**src/rtl/parallel_adc_emulator.sv**
```systemverilog
`default_nettype none
// ============================================================================
// Module   : parallel_adc_emulator
// Brief    : Device-side responder for an 8-bit parallel-bus ADC (CONVST/EOC/
//            CS/RD/A/DB) with preloadable, optionally ramping channel registers.
// Revision : 1.0
// ============================================================================
module parallel_adc_emulator #(
    parameter int CONV_CYCLES = 2,
    parameter int EOC_CYCLES  = 1,
    parameter int SYNC_STAGES = 2,
    parameter int CH_OFFSET   = 32,
    parameter int RAMP_STEP   = 1
) (
    input  logic        CLK_8MHZ,
    input  logic        RESET_N,
    input  logic        CONVST,
    input  logic        CS,
    input  logic        RD,
    input  logic [2:0]  A,
    output logic        EOC,
    output logic [7:0]  DB,
    output logic        DB_OE,
    input  logic        RAMP_EN,
    input  logic        CFG_WE,
    input  logic [2:0]  CFG_ADDR,
    input  logic [7:0]  CFG_DATA,
    input  logic        CLR_OVR,
    output logic        BUSY,
    output logic        OVERRUN,
    output logic [15:0] CONV_COUNT
);

    typedef enum logic [1:0] {
        S_IDLE    = 2'd0,
        S_CONVERT = 2'd1,
        S_EOC_LOW = 2'd2
    } state_t;

    state_t                 state_q, state_d;
    logic [SYNC_STAGES-1:0] convst_sync_q, convst_sync_d;
    logic [SYNC_STAGES-1:0] cs_sync_q, cs_sync_d;
    logic [SYNC_STAGES-1:0] rd_sync_q, rd_sync_d;
    logic                   convst_prev_q, convst_prev_d;
    logic [7:0]             cnt_q, cnt_d;
    logic [2:0]             ach_q, ach_d;
    logic [7:0]             db_q, db_d;
    logic                   eoc_q, eoc_d;
    logic                   ovr_q, ovr_d;
    logic [15:0]            count_q, count_d;
    logic [7:0]             regs_q [8];
    logic [7:0]             regs_d [8];
    logic                   start;

    always_comb begin
        convst_sync_d = {convst_sync_q[SYNC_STAGES-2:0], CONVST};
        cs_sync_d     = {cs_sync_q[SYNC_STAGES-2:0], CS};
        rd_sync_d     = {rd_sync_q[SYNC_STAGES-2:0], RD};
        convst_prev_d = convst_sync_q[SYNC_STAGES-1];
    end

    // Start = synchronised falling edge of CONVST.
    assign start = convst_prev_q & ~convst_sync_q[SYNC_STAGES-1];

    always_comb begin
        state_d = state_q;
        cnt_d   = cnt_q;
        ach_d   = ach_q;
        db_d    = db_q;
        eoc_d   = eoc_q;
        count_d = count_q;
        ovr_d   = ovr_q;
        regs_d  = regs_q;
        case (state_q)
            S_IDLE: begin
                if (start) begin
                    ach_d   = A;
                    cnt_d   = 8'(CONV_CYCLES - 1);
                    state_d = S_CONVERT;
                end
            end
            S_CONVERT: begin
                if (cnt_q == 8'd0) begin
                    db_d    = regs_q[ach_q];
                    eoc_d   = 1'b0;
                    cnt_d   = 8'(EOC_CYCLES - 1);
                    state_d = S_EOC_LOW;
                    if (RAMP_EN) begin
                        regs_d[ach_q] = regs_q[ach_q] + 8'(RAMP_STEP);
                    end
                end else begin
                    cnt_d = cnt_q - 8'd1;
                end
            end
            S_EOC_LOW: begin
                if (cnt_q == 8'd0) begin
                    eoc_d   = 1'b1;
                    count_d = count_q + 16'd1;
                    state_d = S_IDLE;
                end else begin
                    cnt_d = cnt_q - 8'd1;
                end
            end
            default: state_d = S_IDLE;
        endcase
        // Config write after the ramp so a same-cycle write takes priority.
        if (CFG_WE) begin
            regs_d[CFG_ADDR] = CFG_DATA;
        end
        if (CLR_OVR) begin
            ovr_d = 1'b0;
        end
        if (start && (state_q != S_IDLE)) begin
            ovr_d = 1'b1;
        end
    end

    always_ff @(posedge CLK_8MHZ or negedge RESET_N) begin
        if (!RESET_N) begin
            state_q       <= S_IDLE;
            convst_sync_q <= '1;
            cs_sync_q     <= '1;
            rd_sync_q     <= '1;
            convst_prev_q <= 1'b1;
            cnt_q         <= 8'd0;
            ach_q         <= 3'd0;
            db_q          <= 8'd0;
            eoc_q         <= 1'b1;
            ovr_q         <= 1'b0;
            count_q       <= 16'd0;
            for (int n = 0; n < 8; n++) begin
                regs_q[n] <= 8'(n * CH_OFFSET);
            end
        end else begin
            state_q       <= state_d;
            convst_sync_q <= convst_sync_d;
            cs_sync_q     <= cs_sync_d;
            rd_sync_q     <= rd_sync_d;
            convst_prev_q <= convst_prev_d;
            cnt_q         <= cnt_d;
            ach_q         <= ach_d;
            db_q          <= db_d;
            eoc_q         <= eoc_d;
            ovr_q         <= ovr_d;
            count_q       <= count_d;
            regs_q        <= regs_d;
        end
    end

    assign EOC        = eoc_q;
    assign DB         = db_q;
    assign DB_OE      = ~cs_sync_q[SYNC_STAGES-1] & ~rd_sync_q[SYNC_STAGES-1];
    assign BUSY       = (state_q != S_IDLE);
    assign OVERRUN    = ovr_q;
    assign CONV_COUNT = count_q;

endmodule
`default_nettype wire

```
**config.mk**
```make
export PLATFORM = sky130hd
export DESIGN_NAME = parallel_adc_emulator
export DESIGN_NICKNAME = d
export VERILOG_FILES = /design/src/rtl/parallel_adc_emulator.sv
export SDC_FILE = /design/constraint.sdc
export NUM_CORES = 1
export LEC_CHECK = 0
export ABC_AREA = 0
export BUFFER_PORTS_ARGS = -buffer_cell sky130_fd_sc_hd__buf_2
export CELL_PAD_IN_SITES_DETAIL_PLACEMENT = 1
export CELL_PAD_IN_SITES_GLOBAL_PLACEMENT = 1
export CORE_ASPECT_RATIO = 0.8
export CORE_MARGIN = 8
export CORE_UTILIZATION = 50
export CTS_BUF_LIST = sky130_fd_sc_hd__clkbuf_16
export DETAILED_ROUTE_END_ITERATION = 8
export GPL_TIMING_DRIVEN = 0
export PLACE_DENSITY = 0.88
export SETUP_SLACK_MARGIN = 0.15
export SLEW_MARGIN = 20
export SYNTH_ARGS = -nofsm -noshare
export SYNTH_HDL_FRONTEND = slang
export SYNTH_SLANG_ARGS = --single-unit
```
**constraint.sdc**
```tcl
create_clock -name CLK_8MHZ -period 4.1 [get_ports CLK_8MHZ]
set_clock_uncertainty 0.2 [all_clocks]
set_input_delay 0.41 -clock CLK_8MHZ [delete_from_list [all_inputs] [get_ports CLK_8MHZ]]
set_output_delay 0.41 -clock CLK_8MHZ [all_outputs]
set_load 0.005 [all_outputs]
```
# Word level (Yosys, flattened, before mapping)
# Cells that the tools add are included.
[op_classes] n_addsub=3 mul=0 n_div=0 magnitude_cmp=4 eq_ne=6 shifts=0 mux=26 bitwise=7 reduce_logical=15
[op_table] cell="64-bit 2-to-1 mux" n=4
[op_table] cell="64-bit bitwise mux" n=2
[op_table] cell="8-bit 2-to-1 mux" n=7
[op_table] cell="8-bit demux with 3-bit select" n=2
[op_table] cell="8-bit binary-select mux with 3-bit select" n=1
[op_table] cell="8-bit one-hot mux with 3 select lines" n=1
[op_table] cell="16-bit by 1-bit adder with 16-bit output, second input constant" n=1
[op_table] cell="3-bit AND reduction" n=3
[op_table] cell="8-bit by 1-bit adder with 8-bit output, second input constant" n=1
[op_table] cell="4-bit greater-or-equal comparator, second input constant" n=2
[op_table] cell="8-bit zero test" n=1
[op_table] cell="4-bit by 1-bit < comparator with 1-bit output, second input constant" n=2
[op_table] cell="2-bit inequality test, second input constant" n=4
[op_table] cell="3-bit NOT with 4-bit output" n=2
[op_table] cell="8-bit by 1-bit subtractor with 8-bit output, second input constant" n=1
[op_table] cell="2-bit 2-to-1 mux" n=3
[op_table] cell="2-bit one-hot mux with 3 select lines" n=1
[op_table] cell="2-bit AND reduction" n=3
[op_table] cell="2-bit nonzero test" n=3
[op_table] cell="1-bit 2-to-1 mux" n=4
[op_table] cell="1-bit logical AND" n=3
[op_table] cell="1-bit NOT" n=3
[op_table] cell="3-bit nonzero test" n=1
[op_table] cell="1-bit AND" n=2
[op_table] cell="other kinds (4)" n=4
[word_totals] regBits=110 latch_bits=0 ramBits=0 mem_bits_ro=0 inputBits=22 output_inout_bits=28 word_cells=80 memories=0

# Longest topological paths before layout
# Gate-level depths: netlist of the first run.
[depth] depth_word=11 mapped_depth=11 mapped_depth_nobuf=9

# Worst setup path before layout of the first run
# Ideal clock, no wire load.
[synth_timing] path_kind="register to register" startpoint="register ach_q[1]" endpoint="register regs_q[30] (netlist bit)" setup_time_ns=0.125 arrival_ns=2.511 t_required_ns=3.775 path_slack_ns=1.265 stages_incl_launch_ff=10 synth_period_minus_slack_ns=2.835 cell_sequence="dfrtp_1 > mux4_1 > mux2i_1 > inv_1 > ha_1 > nand2_1 > nor4_4 > xnor2_1 > mux2_1 > mux2_2"
[synth_lines] element="start, declared" line_no="46" source="logic [2:0] ach_q, ach_d;"
[synth_lines] element="start signal, assigned" line_no="141" source="ach_q <= ach_d;"
[synth_lines] element="end signal, assigned by index" line_no="132" source="regs_q[n] <= 8'(n * CH_OFFSET);"
[synth_lines] element="end signal, assigned" line_no="146" source="regs_q <= regs_d;"
[synth_lines] element="end, declared" line_no="51" source="logic [7:0] regs_q [8];"

==> metrics.cfg, run 1 <==
[run_status]
status = finished, final reports clean

[logic_synthesis]
ys_seq_area_frac = 0.4782
synth_fp_nets = 659
synth_edf_count = 0
synth.distinct_cells = 59
yosysTopAreaCellShare = 0.3878
syn_avg_cell_area_um2 = 9.205
synthTopCellsByArea = dfrtp_1 (39%), dfstp_2 (9.0%), a21oi_1 (6.0%), nor2_1 (5.8%), nand2_1 (5.0%)
syn_inst = 631
syn-cell-area_um2 = 5808
async_flop_share = 1.000
yosys.area.top_type = dfrtp_1
ys.warnings.count = 0
synth_top_flop_cell = dfrtp_1
ys_ff_latch = 110

[hold_path]
holdPathEnd = OVERRUN$_DFFE_PN0P_
hold_start = CLR_OVR
hold_class = in2reg
hold_depth = 2

[floorplan]
die_h_um = 112.4
pin_count = 50
die_w_um = 136.5
core_um2 = 11430
start_util = 0.5082
dieArea_um2 = 15340
num_rows = 35

[detailed_routing]
vias = 5242
first_iter_violations = 529
drt-pass1-iter-count = 5
drc_errors = 0
routed_via_density = 6.240
routedWlPerCell_um = 23.80
wirelength_um = 19990
ant_nets = 0

[cells_and_area]
syn_to_final_growth_pct = 13.03
diodes = 0
drive_gt1_frac = 0.1604
num-nets-final = 715
fill_cells = 1354

[global_route]
grt_use_met2 = 0.4189
overflow = 0
track_usage = 0.2669
grt_start_max_net_pins = 71
antenna_found_initial = 0
busiest_layer = met2
grt_util_met3 = 0.05580
grt_pass1_vias = 5576
grt_util_met1 = 0.3563
grt_first_pass_wirelength_um = 31240

[sta]
max_slew.worst_pin.slew_ps = 972.9
fin_crit_sh = 0.9212
setup_violations = 0
fin_tns_setup_ps = 0
finalMaxSlewViolations = 0
fmax_mhz = 264.8
rsz0062_at_grt = no
maxSlewHeadroom = 0.3514
fin_crit_ps = 3777
finalHoldViolCount = 0

[critical_path]
criticalPathCategory = reg2reg
crit_path_end_kind = register
r2r-end = regs_q[30]$_DFF_PN0_
critPathRequiredTime_ps = 4140
timing.rr.start = ach_q[0]$_DFFE_PN0P_
worstPathArrival_ps = 3810
r2r_setup_slack_ps = 320
crit_fanout = 10
start_kind = register
r2r_cells = 11

[clock_tree]
clkSinkCount = 110
cts_root_buf = clkbuf_16
h-tree-depth = 3
clk_pin_slew_worst_paths_ps = 70
insertion_delay_ps = 350
clockBufferDepth = 2
cts_tree = yes
cts_made_buffers = 9

[pwr]
power_density_nw_per_um2 = 757.4
peakVddDrop_mv = 0.4100
p_total_w = 0.004972
cellLeakagePower_nw = 2.908

[place]
dpl.hpwl_um = 14040
routabilityCongestion = 0.9312
port_buffers = 40

[run]
max_cap_viol_count = 0

[critical path: stages, from the launching register on]
cell	delay, ps
dfrtp_1	370
buf_4	200
buf_6	170
inv_1	260
mux2i_1	660
inv_1	300
ha_1	350
nand2_1	140
nor4_4	60
xnor2_2	300
mux2_1	400
mux2_2	260
[flip-flops by register name, summed over array words and instances, names as in the netlist, 3 cells and up]
signal	flops
ach_q	3
DB	8
regs_q	64
cnt_q	8
CONV_COUNT	16
[repair_timing]
item | in CTS | in global routing
hold endpoints to repair | 39 | 0
endpoints found under the setup margin | 0 | 8
resized for setup | 0 | 1
setup buffers | 0 | 0
hold buffers | 4 | 0
[cells by family (layout without fill, tap and decap cells)]
| kind of cell | count (synthesis) | count (layout) | share of synthesized area |
|---|---|---|---|
| adders and majority gates | 6 | 6 | 0.01293 |
| DFF | 110 | 110 | 0.4782 |
| AOI/OAI and AO/OA | 157 | 157 | 0.1562 |
| xor gates and xnor gates | 20 | 20 | 0.03274 |
| muxes | 37 | 37 | 0.08100 |
| buffers and inverters | 48 | 109 | 0.03619 |
| and+or+nand+nor | 253 | 253 | 0.2027 |
[final cells by class]
cell class,count,area (um^2),area share
multi-input cells,473,2828,0.4307
flip-flops and latches,110,2778,0.4231
repair buffers,45,274.0,0.04174
clock buffers,9,225.2,0.03431
well taps,148,185.2,0.02821
plain buffers,40,180.2,0.02744
clock inverters,7,65.06,0.009910
inverters,8,30.03,0.004574
[worst max-delay path by stage]
| stage | from | to | slack, ps | cells after the start |
|---|---|---|---|---|
| final | ach_q[0]$_DFFE_PN0P_ | regs_q[30]$_DFF_PN0_ | 320 | 11 |
| after global routing | ach_q[0]$_DFFE_PN0P_ | regs_q[30]$_DFF_PN0_ | 270 | 11 |
| after CTS | ach_q[1]$_DFFE_PN0P_ | regs_q[38]$_DFF_PN1_ | 250 | 9 |
| after detailed placement | ach_q[1]$_DFFE_PN0P_ | regs_q[62]$_DFF_PN0_ | 280 | 9 |
| after global placement | ach_q[1]$_DFFE_PN0P_ | regs_q[30]$_DFF_PN0_ | 390 | 9 |
| after floorplan | ach_q[1]$_DFFE_PN0P_ | regs_q[30]$_DFF_PN0_ | 1260 | 9 |
[Yosys cell counts, types with 6 or more instances]
cell type / count
dfrtp_1: 90
nor2_1: 90
nand2_1: 78
a21oi_1: 70
o21ai_0: 40
clkbuf_1: 23
dfstp_2: 20
nand3_1: 19
mux2i_1: 17
mux2_2: 13
xnor2_1: 12
a31oi_1: 10
buf_1: 9
and3_1: 8
inv_1: 8
nand4_1: 7
nor2b_1: 7
nor3_1: 7
ha_1: 6
nand2b_1: 6
nand3b_1: 6
o21a_1: 6
xor2_1: 6
[per-layer routing]
layer  part of all wire  up-vias  routed length, um
li1                   -     2315                  -
met1               0.43     2633               8509
met2               0.47      242               9352
met3              0.078       52               1557
met4              0.029        0                575
met5                  0        -                  0
[cell usage in the layout (no fill, tap or decap), types with 6 or more instances in the layout]
cell,count
inv_1,8
xor2_1,6
nand2b_1,6
o21a_1,6
nor2b_1,7
mux2i_1,17
a31oi_1,10
xnor2_1,11
clkbuf_1,23
nand2_1,78
buf_2,42
buf_1,9
nand3_1,19
nand3b_1,6
nor3_1,7
a21oi_1,70
dfrtp_1,90
ha_1,6
clkbuf_16,9
and3_1,8
nor2_1,90
mux2_2,13
nand4_1,7
o21ai_0,40
dfstp_2,20
[power by group]
| part | internal [W] | switching, W |
|---|---|---|
| combinational | 0.000856 | 0.00152 |
| clock | 0.000470 | 0.000408 |
| sequential | 0.00147 | 0.000249 |
| total | 0.00280 | 0.00217 |
[stage by stage]
stage | setup WS, ps | hold slack [ps] | util | instances | area (um^2)
4_1_cts | 249.3 | 46.21 | 0.5737 | 840 | 6558
3_3_place_gp | 393.5 | 146.9 | 0.5419 | 819 | 6193
5_1_grt | 268.8 | 53.07 | 0.5744 | 840 | 6565
2_1_floorplan | 1265 | -85.59 | - | 631 | 5808
6_report | 322.9 | 47.38 | 0.5744 | 840 | 6565
3_5_place_dp | 280.8 | 149.3 | 0.5448 | 820 | 6227
(Power assumes the default switching activity.)
==> run 2: changes to the inputs <==
CORE_UTILIZATION = 45   (was 50)
CTS_CLUSTER_DIAMETER = 80   (was default)
PLACE_DENSITY = 0.81   (was 0.88)
==> run 2 against run 1 <==
Effect of this change: register-to-register slack is essentially flat; global-route usage shrank 3.8 points; first-iteration DRC count shrank 36%; critical path depth is the same; final area grew 0.72%; highest routed layer unchanged.
==> metrics.cfg, run 2 (same netlist as run 1, synthesis figures left out) <==
[run_status]
status = finished, final reports clean

[detailed_routing]
ant_nets = 0
first_iter_violations = 338
wirelength_um = 18880
routedWlPerCell_um = 21.78
routed_via_density = 5.962
drc_errors = 0
vias = 5169
drt-pass1-iter-count = 5

[clock_tree]
cts_root_buf = clkbuf_16
cts_resized = 0
cts_tree = yes
hold_buffers = 4
clk_pin_slew_worst_paths_ps = 80
cts_setup_buffers = 0
insertion_delay_ps = 370
clockBufferDepth = 2
clkSinkCount = 110
cts_made_buffers = 9
h-tree-depth = 3

[floorplan]
start_util = 0.4562
dieArea_um2 = 16820
core_um2 = 12730
die_w_um = 143.0
pin_count = 50
num_rows = 37
die_h_um = 117.6

[hold_path]
hold_class = in2reg
hold_start = CLR_OVR
hold_depth = 2

[critical_path]
cp_slowest_cell = xnor2_1
critPathRequiredTime_ps = 4190
r2r_cells = 11
start_kind = register
slowest_delay_ps = 760
r2r_setup_slack_ps = 310
crit_fanout = 10
worstPathArrival_ps = 3870
cp_cell_sequence = buf_4, buf_6, inv_1, mux2i_1, inv_1, ha_1, nand2_1, nor4_4, xnor2_1, mux2i_1, a21oi_1
crit_path_end_kind = register
criticalPathCategory = reg2reg
critical_path.startpoint = ach_q[0]$_DFFE_PN0P_
timing.rr.start = ach_q[0]$_DFFE_PN0P_

[pwr]
power_frac_seq = 0.349
peakVddDrop_mv = 0.3113
p_total_w = 0.004911
swShare = 0.4326
cellLeakagePower_nw = 2.908
power_density_nw_per_um2 = 742.7
combPwrFrac = 0.464
power_switching_w = 0.002125
power_frac_clock = 0.187
p_int_w = 0.002786

[sta]
fin_crit_sh = 0.9235
maxSlewHeadroom = 0.3763
setup_violations = 0
fin_tns_setup_ps = 0
finalHoldViolCount = 0
max_slew.worst_pin.slew_ps = 928.9
timing.hold.ws_ps = 29.94
fin_crit_ps = 3786
rsz0062_at_grt = no
finalMaxSlewViolations = 0
fmax_mhz = 264.1

[place]
port_buffers = 40
routabilityCongestion = 0.9138
dpl.hpwl_um = 13480

[cells_and_area]
fill_cells = 1508
num-nets-final = 715
syn_to_final_growth_pct = 13.85
diodes = 0
drive_gt1_frac = 0.1618
largest_register = regs_q
mostFrequentLayoutCells = dfrtp_1 (90), nor2_1 (90), nand2_1 (78)
largest_register_ffs = 64

[global_route]
track_usage = 0.2290
grt_first_pass_wirelength_um = 29790
overflow = 0
antenna_found_initial = 0
grt_start_max_net_pins = 73
grt_pass1_vias = 5425

[run]
max_cap_viol_count = 0

## run 2: routing by layer
layer,up-vias,GRT usage,wire length (um)
li1,2332,-,-
met1,2597,0.3061,8322
met2,214,0.3609,8900
met3,26,0.05837,1380
met4,0,0.05832,276
met5,-,0,0
## run 2: stage by stage
| step | area (um^2) | utilization | cells | setup slack [ps] |
|---|---|---|---|---|
| final | 6613 | 0.5194 | 867 | 313.6 |
| after global routing | 6613 | 0.5194 | 867 | 272.3 |
| after CTS | 6613 | 0.5194 | 867 | 452.9 |
| after detailed placement | 6261 | 0.4918 | 847 | 523.9 |
| after global placement | 6227 | 0.4891 | 846 | 524.8 |
| after floorplan | 5808 | - | 631 | 1265 |
## run 2: final timing paths
path                                          end
max                          regs_q[62]$_DFF_PN0_
min                           OVERRUN$_DFFE_PN0P_
max reg2reg                  regs_q[62]$_DFF_PN0_
min reg2reg                rd_sync_q[1]$_DFF_PN1_
max in group asynchronous    regs_q[37]$_DFF_PN1_
min in group asynchronous    cnt_q[0]$_DFFE_PN0P_
## run 2: power by group through the flow
| stage | clock network [W] | logic [W] | registers, W |
|---|---|---|---|
| 2_1_floorplan | 0 | 0.00158 | 0.00164 |
| 3_3_place_gp | 0 | 0.00212 | 0.00170 |
| 3_5_place_dp | 0 | 0.00221 | 0.00172 |
| 4_1_cts | 0.000937 | 0.00224 | 0.00171 |
| 5_1_grt | 0.000975 | 0.00247 | 0.00175 |
| 6_report | 0.000921 | 0.00228 | 0.00171 |
## run 2: layout make-up
| type | instances | area, um^2 | share of cell area |
|---|---|---|---|
| clock inverters | 6 | 61.31 | 0.009272 |
| repair buffers | 45 | 274.0 | 0.04144 |
| well taps | 175 | 219.0 | 0.03311 |
| multi-input cells | 473 | 2820 | 0.4265 |
| clock buffers | 10 | 250.2 | 0.03784 |
| flip-flops and latches | 110 | 2778 | 0.4201 |
| inverters | 8 | 30.03 | 0.004541 |
| plain buffers | 40 | 180.2 | 0.02725 |
## run 2: worst max-delay path: cells and delay by family, from the launching register on
family / cells / cell delay (ps)
flops: 1 / 380
mux: 2 / 730
simple gates: 2 / 210
buf+inv: 4 / 900
xor+xnor: 1 / 760
fa+ha+maj: 1 / 340
compound gates: 1 / 190
